## config.mk

```make
export PLATFORM = sky130hd
export DESIGN_NAME = fifo_wr_arbiter
export DESIGN_NICKNAME = d
export VERILOG_FILES = /design/src/rtl/fifo_wr_arbiter.sv
export SDC_FILE = /design/constraint.sdc
export NUM_CORES = 1
export LEC_CHECK = 0
export BUFFER_PORTS_ARGS = -buffer_cell sky130_fd_sc_hd__buf_2
export CAP_MARGIN = 30
export CELL_PAD_IN_SITES_DETAIL_PLACEMENT = 0
export CELL_PAD_IN_SITES_GLOBAL_PLACEMENT = 1
export CORE_UTILIZATION = 25
export DETAILED_ROUTE_END_ITERATION = 10
export PLACE_DENSITY = 0.82
export SETUP_SLACK_MARGIN = 0.4
export SYNTH_ARGS = -nofsm -noshare
export SYNTH_HDL_FRONTEND = slang
export SYNTH_SLANG_ARGS = --single-unit
```

## constraint.sdc

```tcl
create_clock -name i_clk -period 2.8 [get_ports i_clk]
set_clock_uncertainty 0.1 [all_clocks]
set_input_delay 0.28 -clock i_clk [delete_from_list [all_inputs] [get_ports i_clk]]
set_output_delay 0.28 -clock i_clk [all_outputs]
set_load 0.005 [all_outputs]
```

## src/rtl/fifo_wr_arbiter.sv

```systemverilog
// fifo_wr_arbiter: packet-locked round-robin arbiter that merges NUM_REQ sources onto one FIFO write port.
// A grant is held from the first beat of a packet until its last beat is written.
module fifo_wr_arbiter #(
   parameter int NUM_REQ    = 4,
   parameter int LOGIC_SIZE = 8
) (
   input  logic                                i_clk,
   input  logic                                i_rst_n,
   input  logic [NUM_REQ-1:0]                  i_valid,
   input  logic [NUM_REQ-1:0][LOGIC_SIZE-1:0]  i_data,
   input  logic [NUM_REQ-1:0]                  i_last,
   output logic [NUM_REQ-1:0]                  o_ready,
   input  logic                                i_fifo_full,
   output logic                                o_fifo_wr,
   output logic [LOGIC_SIZE-1:0]               o_fifo_wdata,
   output logic [NUM_REQ-1:0]                  o_grant,
   output logic                                o_busy
);
   localparam int PW = $clog2(NUM_REQ);
   typedef enum logic {IDLE, LOCKED} state_t;
   state_t state, state_nxt;
   logic [PW-1:0] rr_ptr, rr_nxt, g_idx;
   logic [NUM_REQ-1:0] grant_nxt, pick;
   logic found, g_valid, g_last;
   always_ff @(posedge i_clk or negedge i_rst_n) begin
      if (!i_rst_n) begin
         state   <= IDLE;
         rr_ptr  <= '0;
         o_grant <= '0;
      end else begin
         state   <= state_nxt;
         rr_ptr  <= rr_nxt;
         o_grant <= grant_nxt;
      end
   end
   // Round-robin pick: first pass covers rr_ptr..N-1, second pass wraps to the lowest index.
   always_comb begin
      pick  = '0;
      found = 1'b0;
      for (int n = 0; n < NUM_REQ; n++) begin
         if (!found && i_valid[n] && PW'(n) >= rr_ptr) begin
            pick[n] = 1'b1;
            found   = 1'b1;
         end
      end
      for (int n = 0; n < NUM_REQ; n++) begin
         if (!found && i_valid[n]) begin
            pick[n] = 1'b1;
            found   = 1'b1;
         end
      end
   end
   // o_grant is zero outside LOCKED, so masking by it also forces the IDLE outputs to zero.
   always_comb begin
      g_idx        = '0;
      o_fifo_wdata = '0;
      for (int n = 0; n < NUM_REQ; n++) begin
         g_idx        = o_grant[n] ? PW'(n) : g_idx;
         o_fifo_wdata = o_fifo_wdata | (o_grant[n] ? i_data[n] : '0);
      end
      g_valid   = |(i_valid & o_grant);
      g_last    = |(i_last & o_grant);
      o_ready   = i_fifo_full ? '0 : o_grant;
      o_fifo_wr = g_valid && !i_fifo_full;
      o_busy    = state == LOCKED;
      state_nxt = state;
      grant_nxt = o_grant;
      rr_nxt    = rr_ptr;
      if (state == IDLE && found) begin
         state_nxt = LOCKED;
         grant_nxt = pick;
      end
      if (state == LOCKED && o_fifo_wr && g_last) begin
         state_nxt = IDLE;
         grant_nxt = '0;
         rr_nxt    = (g_idx == PW'(NUM_REQ - 1)) ? '0 : g_idx + 1'b1;
      end
   end
endmodule

```

==> metrics.md, run 1 <==
| Metric | Value |
|---|---|
| Status | `completed` |
| DR vias/cell | `4.94` |
| Minimum clock period | `between 1500 and 2000 ps` |
| CTS Buf Count | `3` |
| Max incr delay on CP | `around 590 ps` |
| Slowest library cell on the worst path | `dfrtp_1` |
| Ys Warns | `0` |
| Initial antenna violation count | `0` |
| Diode count | `0` |
| Tcrit/Tclk final | `0.641` |
| Main synth FF type | `dfrtp_1` |
| Root buf cell | `clkbuf_4` |
| Post-synth top area share | `0.270` |
| Clock sink total | `7` |
| Max-slew violations | `0` |
| Setup violators final | `0` |
| Vias | `roughly 840` |
| CTS resizes | `0` |
| Area Growth Syn to Fin | `53.4%` |
| Max Clk Rate | `557 MHz` |
| Die Ht | `~53 um` |
| Worst-path clk slew | `50 ps` |
| Clock buffer depth | `2` |
| Post-synthesis cell type count | `25` |
| Pwr per Cell Area | `around 730 nW/um^2` |
| Port Buf Inserts | `60` |
| Initial Util | `0.265` |
| Commonest cells post-synth | `a22oi_1 (18), nand2_1 (12), a21oi_1 (8)` |
| Nets@finish | `around 180` |
| Drt drc | `0` |
| Worst skew pair latency | `250 ps` |
| Number of flops mapped to enable cells by yosys | `0` |
| Final Hold Viols | `0` |
| Gpl congestion | `0.896` |
| Max_slew headroom | `0.684` |
| WHS | `roughly 260 ps` |
| GRT Residual Overflow | `0` |
| CP Class | `reg -> reg` |
| Final WL | `around 2.1 mm` |
| Dpl ws | `a little over 1000 ps` |
| Ys async rst share | `1.00` |
| Lkg Pwr | `around 0.00053 uW` |
| Max FO, Critical Path | `13` |
| CTS tree | `done` |
| Worst slew pin tran | `around 470 ps` |
| Sum Neg Setup Slack | `0 ps` |
| Biggest area consumer among synthesized cells | `dfrtp_1` |
| Worst Hold Class | `in -> reg` |
| CP Data Required Time | `between 2000 and 3000 ps` |
| Post-Synthesis Cells | `79` |
| Dpl hpwl | `~1.7 mm` |
| Vias in the first global route | `723` |
| Post-route setup slack | `about 1000 ps` |
| H-tree levels | `1` |
| GRT Util Overall | `0.153` |
| RSZ-0062 raised after global routing | `false` |
| Die area | `approximately 2800 sq um` |
| Placed Cells | `between 150 and 200` |
| Avg Inst Size Synth | `slightly above 8 sq um` |
| Max Cap Viol | `0` |
| Initial drt markers | `15` |
| Mapped Area | `649 sq um` |
| IO Pins | `61` |
| Post-route insts no fill | `169` |
| Worst EP arrival | `around 1800 ps` |
| CP Launch Type | `flop` |
| Drt first pass iters | `4` |
| Cell with the most instances after synthesis | `a22oi_1` |
| CORE AREA | `2450 sq um` |
| Post-CTS Hold Buffers | `1` |
| Share of layout cells above drive strength 1 | `0.511` |
| CP Cell Sequence | `a22oi_2 > a21oi_2 > and3_1 > mux2_4` |
| Post-route ant nets | `0` |
| Part of the Yosys area used for sequential elements | `0.270` |
| Row cnt | `18` |
| Flops & latches, synth | `7` |
| Largest net degree at the start of global routing | `16` |
| Syn nets | `about 120` |
| Die W | `between 50 and 60 um` |
| First-pass GRT wire length | `approximately 3.1 mm` |
| CP endpoint kind | `flop` |
| WL per Instance | `~13 um` |
| Top cells by area, synth | `dfrtp_1 (27%), a22oi_1 (21%), nand2_1 (6.9%), a21oi_1 (6.2%), a22oi_2 (3.9%)` |
| Peak VDD IR | `around 460 uV` |
| Post-CTS Setup Bufs | `0` |
[final timing paths]
check,from,to,slack (ps),depth (start not counted)
max,o_grant[0],rr_ptr[0],1010,4
min,i_valid[2],o_grant[2],260,3
max reg2reg,o_grant[0],rr_ptr[0],1010,4
min reg2reg,rr_ptr[0],rr_ptr[0],510,1
max in group asynchronous,i_rst_n,o_grant[1],2160,2
min in group asynchronous,i_rst_n,rr_ptr[1],290,2
[logic make-up (layout without fill, tap and decap cells)]
| kind of cell | after synthesis | after routing | synth area share |
|---|---|---|---|
| AOI/OAI and AO/OA | 38 | 38 | 0.445 |
| and+or+nand+nor | 22 | 22 | 0.166 |
| buffers and inverters | 9 | 69 | 0.0655 |
| DFF | 7 | 7 | 0.270 |
| muxes | 3 | 3 | 0.0539 |
[routing by layer]
| layer | global-route usage | part of all wire | vias up |
|---|---|---|---|
| met5 | 0 | 0 | - |
| met4 | 0.0482 | 0.0038 | 0 |
| met3 | 0.0287 | 0.073 | 2 |
| met2 | 0.281 | 0.51 | 33 |
| met1 | 0.176 | 0.41 | 376 |
| li1 | - | - | 424 |
[where the power goes]
part           total, uW  switching, uW  internal, uW
sequential           234           98.5           136
clock               90.8           36.5          54.3
combinational        397            179           218
total                722            314           408
[worst max-delay path: cells and delay by family (launching register included)]
| kind | cells | cell delay (ps) |
|---|---|---|
| AND/OR/NAND/NOR | 1 | 350 |
| flip-flops | 1 | 590 |
| multiplexers | 1 | 330 |
| AO/OA/AOI/OAI | 2 | 300 |
[cells in the final DEF (no fill, tap or decap), types with 3 or more instances in the layout]
| master | instances |
|---|---|
| buf_2 | 60 |
| a22oi_1 | 18 |
| nand2_1 | 12 |
| a21oi_1 | 8 |
| dfrtp_1 | 7 |
| inv_1 | 4 |
| nor2b_1 | 4 |
| clkbuf_4 | 3 |
[sequential cells by signal, indices dropped and copies added, names as in the netlist]
signal,cells
o_busy,1
o_grant,4
rr_ptr,2
[cell type report]
cell class              instances  area, sq um
repair buffers                 61          310
inverters                       4         15.0
clock buffers                   4         26.3
well taps                      30         37.5
multi-input cells              63          432
fillers                       267         1460
flip-flops and latches          7          175
[metrics by stage]
stage,power (uW),instance area (sq um),util
2_1_floorplan,461,649,-
3_3_place_gp,631,960,0.391
3_5_place_dp,636,960,0.391
4_1_cts,732,996,0.406
5_1_grt,799,996,0.406
6_report,722,996,0.406
Power figures use the tool's default switching activity.
==> run 2: changes to the inputs <==
- CORE_UTILIZATION: 25 -> 23
- PLACE_DENSITY: 0.82 -> 0.76
- clock period: 2.8 -> 1.8 ns (I/O delays scaled with it)
==> metrics.md, run 2 (synthesis gave the netlist of run 1 again) <==
| Metric | Value |
|---|---|
| Die area | `3040 sq um (+8.4%)` |
| Max-slew violations | `0 (unchanged)` |
| Max_slew headroom | `0.775 (+0.0909)` |
| Diode count | `0 (unchanged)` |
| Sum Neg Setup Slack | `0 ps (unchanged)` |
| Largest net degree at the start of global routing | `11 (-5)` |
| Max incr delay on CP | `460 ps (-130 ps)` |
| Post-route setup slack | `285 ps (-721 ps)` |
| CORE AREA | `2570 sq um (+4.6%)` |
| WHS | `140 ps (-123 ps)` |
| Dpl hpwl | `1.87 mm (+9.6%)` |
| CP delay by family, top | `flip-flops` |
| Pwr per Cell Area | `1180 nW/um^2 (+62%)` |
| Max Cap Viol | `0 (unchanged)` |
| CTS Buf Count | `3 (unchanged)` |
| CP endpoint kind | `output port` |
| Row cnt | `18 (unchanged)` |
| Max FO, Critical Path | `5 (-8)` |
| CP Data Required Time | `1520 ps (-1310 ps)` |
| Peak VDD IR | `798 uV (+73%)` |
| CP Class | `reg -> out` |
| WP buf/inv | `2 (+2)` |
| GRT Util Overall | `0.157 (+0.00419)` |
| Metal-1 WL | `1.03 mm (+17%)` |
| Root buf cell | `clkbuf_4` |
| Share of layout cells above drive strength 1 | `0.723 (+0.212)` |
| Tcrit/Tclk final | `0.842` |
| Vias in the first global route | `764 (+5.7%)` |
| RSZ-0062 raised after global routing | `true` |
| CTS tree | `done` |
| CP Cell Sequence | `clkbuf_16 > a22oi_2 > nand2_1 > buf_2` |
| GRT Residual Overflow | `0 (unchanged)` |
| Area Growth Syn to Fin | `95.6%` |
| Clock buffer depth | `2 (unchanged)` |
| Status | `completed` |
| Slowest library cell on the worst path | `dfrtp_2` |
| First-pass GRT wire length | `3.29 mm (+5.5%)` |
| Setup violators final | `0 (unchanged)` |
| Largest reg by FF count | `o_grant` |
| IO Pins | `61 (unchanged)` |
| Die Ht | `55.1 um (+4.1%)` |
| Placed Cells | `169 (+3.0%)` |
| Worst EP arrival | `1240 ps (-580 ps)` |
| Worst skew pair latency | `260 ps (about the same)` |
| Drt drc | `0 (unchanged)` |
| Lkg Pwr | `0.000634 uW (+19%)` |
| Initial drt markers | `20 (+5)` |
| Met2 WL | `1.29 mm (+19%)` |
| Post-layout util | `0.495 (+0.0889)` |
| Worst-path clk slew | `60 ps (about the same)` |
| Vias | `949 (+14%)` |
| Post-route insts no fill | `185 (+9.5%)` |
| Max Clk Rate | `~660 MHz` |
| Gpl congestion | `0.853 (-4.8%)` |
| Final WL | `2.63 mm (+24%)` |
| Worst slew pin tran | `337 ps (-138 ps)` |
| Clock sink total | `7 (unchanged)` |
| Final Hold Viols | `0 (unchanged)` |
| Post-route ant nets | `0 (unchanged)` |
| Commonest non-fill, non-tap cell in the layout | `buf_2` |
| Initial Util | `0.253 (-0.0116)` |
| H-tree levels | `1 (unchanged)` |
| DR vias/cell | `5.13 (+3.8%)` |
| Most frequent cells in the layout | `buf_2 (60), a22oi_2 (18), nand2_1 (12)` |
| Worst Hold Class | `in -> reg` |
| Port Buf Inserts | `60 (unchanged)` |
| Minimum clock period | `between 1500 and 2000 ps` |
| Nets@finish | `199 (+8.7%)` |
| WL per Instance | `14.2 um (+13%)` |
| Die W | `55.1 um (+4.1%)` |
| Top Metal Used | `met4` |
| Wire length on met3 | `300 um (+92%)` |
| Drt first pass iters | `4 (unchanged)` |
| Dpl ws | `114 ps (-896 ps)` |
| Largest register FFs | `4 (unchanged)` |
| CP Launch Type | `flop` |
| Initial antenna violation count | `0 (unchanged)` |
run 2: through the flow:
stage | power, uW | instance area [sq um]
after global routing | 1630 | 1270
after global placement | 1030 | 997
after CTS | 1390 | 1170
after detailed placement | 1040 | 997
after floorplan | 716 | 649
final | 1490 | 1270
run 2: path summary, 6_finish.rpt:
kind / start / to / slack (ps) / cells past startpoint
max in group asynchronous: i_rst_n / o_grant[3] / 1240 / 2
min reg2reg: o_busy / o_busy / 520 / 2
min in group asynchronous: i_rst_n / o_grant[1] / 180 / 2
max: o_grant[3] / o_fifo_wdata[2] / 280 / 4
max reg2reg: o_grant[0] / rr_ptr[0] / 370 / 4
min: i_valid[2] / o_grant[2] / 140 / 3
run 2: power by group:
group          switching, uW  internal (uW)
Clock                   67.6           85.2
Sequential              99.8            218
Combinational            440            583
Total                    608            886
run 2: repair_timing:
| action | CTS | global route |
|---|---|---|
| endpoints found under the hold margin | 7 | 0 |
| pin swaps | 0 | 5 |
| endpoints found under the setup margin | 19 | 17 |
| buffers inserted | 6 | 4 |
| resized for setup | 23 | 10 |
| cloned | 0 | 1 |
| hold buffers | 1 | 0 |
run 2: tightest hold or removal path: cells and delay by family:
kind / cells / cell delay [ps]
buffers and inverters: 1 / 150
AND/OR/NAND/NOR: 1 / 80
AO/OA/AOI/OAI: 1 / 60
run 2: metal layers:
metal	track usage	up-vias
li1	-	457
met1	0.179	430
met2	0.283	59
met3	0.0574	3
met4	0.0250	0
met5	0	-
run 2: cell type report:
type,count,area [sq um]
fillers,242,1300
multi-input cells,63,543
repair buffers,77,467
flip-flops and latches,7,179
well taps,30,37.5
clock buffers,4,26.3
inverters,4,17.5
==> run 3: changes to the inputs <==
- clock period: 1.8 -> 1.55 ns (I/O delays scaled with it)
==> metrics.md, run 3 (synthesis gave the netlist of run 1 again) <==
| Metric | Value |
|---|---|
| Status | `completed` |
| Drt drc | `0 (unchanged)` |
| Initial drt markers | `25 (+25%)` |
| CTS tree | `done` |
| Peak VDD IR | `833 uV (+4.3%)` |
| Root buf cell | `clkbuf_4` |
| Max Clk Rate | `between 600 and 700 MHz` |
| CP Class | `reg -> out` |
| Nets@finish | `199 (unchanged)` |
| Combinational share of power | `0.698 (+0.013)` |
| Tcrit/Tclk final | `0.983` |
| Sequential Area | `181 sq um (+1.4%)` |
| CP endpoint kind | `output port` |
| GRT Residual Overflow | `0 (unchanged)` |
| Area Growth Syn to Fin | `93.4%` |
| Worst Hold End | `o_grant[2]` |
| Gpl congestion | `0.824 (-3.4%)` |
| Port Buf Inserts | `60 (unchanged)` |
| Diode count | `0 (unchanged)` |
| Worst skew pair latency | `270 ps (about the same)` |
| WHS | `117 ps (-23.1 ps)` |
| Worst slew pin tran | `326 ps (-10.7 ps)` |
| Final WL | `2.99 mm (+14%)` |
| Max Cap Viol | `0 (unchanged)` |
| Vias in the first global route | `822 (+7.6%)` |
| Commonest non-fill, non-tap cell in the layout | `buf_2` |
| Final Hold Viols | `0 (unchanged)` |
| Drt first pass iters | `4 (unchanged)` |
| GRT Util Overall | `0.186 (+0.0283)` |
| Fillcell total | `249 (+2.9%)` |
| Post-route ant nets | `0 (unchanged)` |
| CP Cell Sequence | `buf_2 > a22oi_2 > nand2_1 > buf_2` |
| Sw frac | `0.418 (+0.0109)` |
| CTS Buf Count | `3 (unchanged)` |
| Reg2reg end | `rr_ptr[0]` |
| Clk pwr share | `0.099 (-0.003)` |
| Max-slew violations | `0 (unchanged)` |
| Hold path cells | `3 (unchanged)` |
| Worst Hold Class | `in -> reg` |
| Dpl hpwl | `2.03 mm (+8.9%)` |
| H-tree levels | `1 (unchanged)` |
| RSZ-0062 raised after global routing | `true` |
| Share of layout cells above drive strength 1 | `0.723 (unchanged)` |
| Worst flop-to-flop path startpoint | `o_grant[2]` |
| Most frequent cells in the layout | `buf_2 (60), a22oi_2 (18), nand2_1 (12)` |
| Vias | `971 (+2.3%)` |
| Post-layout util | `0.489 (-0.00536)` |
| WL per Instance | `16.2 um (+14%)` |
| R2R Setup Slk | `70 ps (-300 ps)` |
| Die Ht | `55.1 um (unchanged)` |
| Initial antenna violation count | `0 (unchanged)` |
| Initial Util | `0.253 (unchanged)` |
| Lkg Pwr | `0.000629 uW (-0.82%)` |
| CP delay by family, top | `flip-flops` |
| Clock sink total | `7 (unchanged)` |
| Multi-input logic area | `526 sq um (-3.2%)` |
| Clock buffer depth | `2 (unchanged)` |
| DR vias/cell | `5.25 (+2.3%)` |
| Row cnt | `18 (unchanged)` |
| Worst EP arrival | `1270 ps (+30 ps)` |
| Pwr per Cell Area | `1450 nW/um^2 (+23%)` |
| Worst-path clk slew | `60 ps (about the same)` |
| Max FO, Critical Path | `5 (unchanged)` |
| Worst Reg-to-Reg Cells | `4 (unchanged)` |
| First-pass GRT wire length | `3.85 mm (+17%)` |
| Switch Pwr | `761 uW (+25%)` |
| CP Data Required Time | `1290 ps (-230 ps)` |
| IO Pins | `61 (unchanged)` |
| Die area | `3040 sq um (unchanged)` |
| Crit path top cell by count | `buf_2` |
| Sum Neg Setup Slack | `0 ps (unchanged)` |
| CORE AREA | `2570 sq um (unchanged)` |
| Seq pwr share | `0.204 (-0.009)` |
| Largest net degree at the start of global routing | `11 (unchanged)` |
| Slowest library cell on the worst path | `dfrtp_2` |
| Setup violators final | `0 (unchanged)` |
| Cell Int Power | `1060 uW (+20%)` |
| Minimum clock period | `roughly 1500 ps` |
| Max incr delay on CP | `440 ps (-20 ps)` |
| Largest register FFs | `4 (unchanged)` |
| Largest reg by FF count | `o_grant` |
| Max_slew headroom | `0.782 (+0.00717)` |
| Hold Crit Start | `i_valid[2]` |
| Die W | `55.1 um (unchanged)` |
| CP Launch Type | `flop` |
| WP buf/inv | `2 (unchanged)` |
## run 3: worst max-delay path by stage
stage | startpoint | end | slack (ps) | depth (start not counted)
finish | o_grant[1] | o_fifo_wdata[6] | 30 | 4
global route | o_grant[2] | rr_ptr[1] | 10 | 5
CTS | o_grant[2] | o_fifo_wdata[3] | 70 | 4
detailed placement | o_grant[0] | rr_ptr[1] | 90 | 5
global placement | o_grant[3] | rr_ptr[0] | 150 | 4
floorplan | o_grant[3] | rr_ptr[0] | 90 | 5
## run 3: worst min-delay path: stages
cell     delay (ps)
buf_2           150
nand2_1          80
o32ai_2          60
## run 3: layout make-up
| class | instances | area share |
|---|---|---|
| Clock buffer | 4 | 0.0209 |
| Inverter | 4 | 0.0139 |
| Multi-Input combinational cell | 63 | 0.418 |
| Sequential cell | 7 | 0.144 |
| Tap cell | 30 | 0.0299 |
| Timing Repair Buffer | 77 | 0.373 |
## run 3: per-layer routing
metal / share of wire / track usage / up-vias
met4: 0.0094 / 0.0625 / 0
met3: 0.095 / 0.0273 / 3
met2: 0.50 / 0.355 / 65
li1: - / - / 456
met1: 0.39 / 0.205 / 447
met5: 0 / 0 / -
## run 3: repair_timing
item,CTS,global route
setup buffers,6,2
endpoints found under the hold margin,7,0
cloned,2,1
hold buffers,1,0
endpoints found under the setup margin,22,22
resized for setup,31,8
pin swaps,8,2
## run 3: through the flow
| step | power [uW] | cells | setup WS, ps | area, sq um |
|---|---|---|---|---|
| 2_1_floorplan | 835 | 79 | 93.2 | 651 |
| 3_3_place_gp | 1200 | 169 | 146 | 997 |
| 3_5_place_dp | 1230 | 169 | 87.0 | 997 |
| 4_1_cts | 1720 | 182 | 73.5 | 1200 |
| 5_1_grt | 1950 | 185 | 12.0 | 1260 |
| 6_report | 1820 | 185 | 26.9 | 1260 |
## run 3: power groups by stage
stage	Combinational, uW	Sequential, uW	Clock, uW
after floorplan	508	327	0
after global placement	872	333	0
after detailed placement	883	343	0
after CTS	1180	364	179
after global routing	1380	383	189
final	1270	371	180
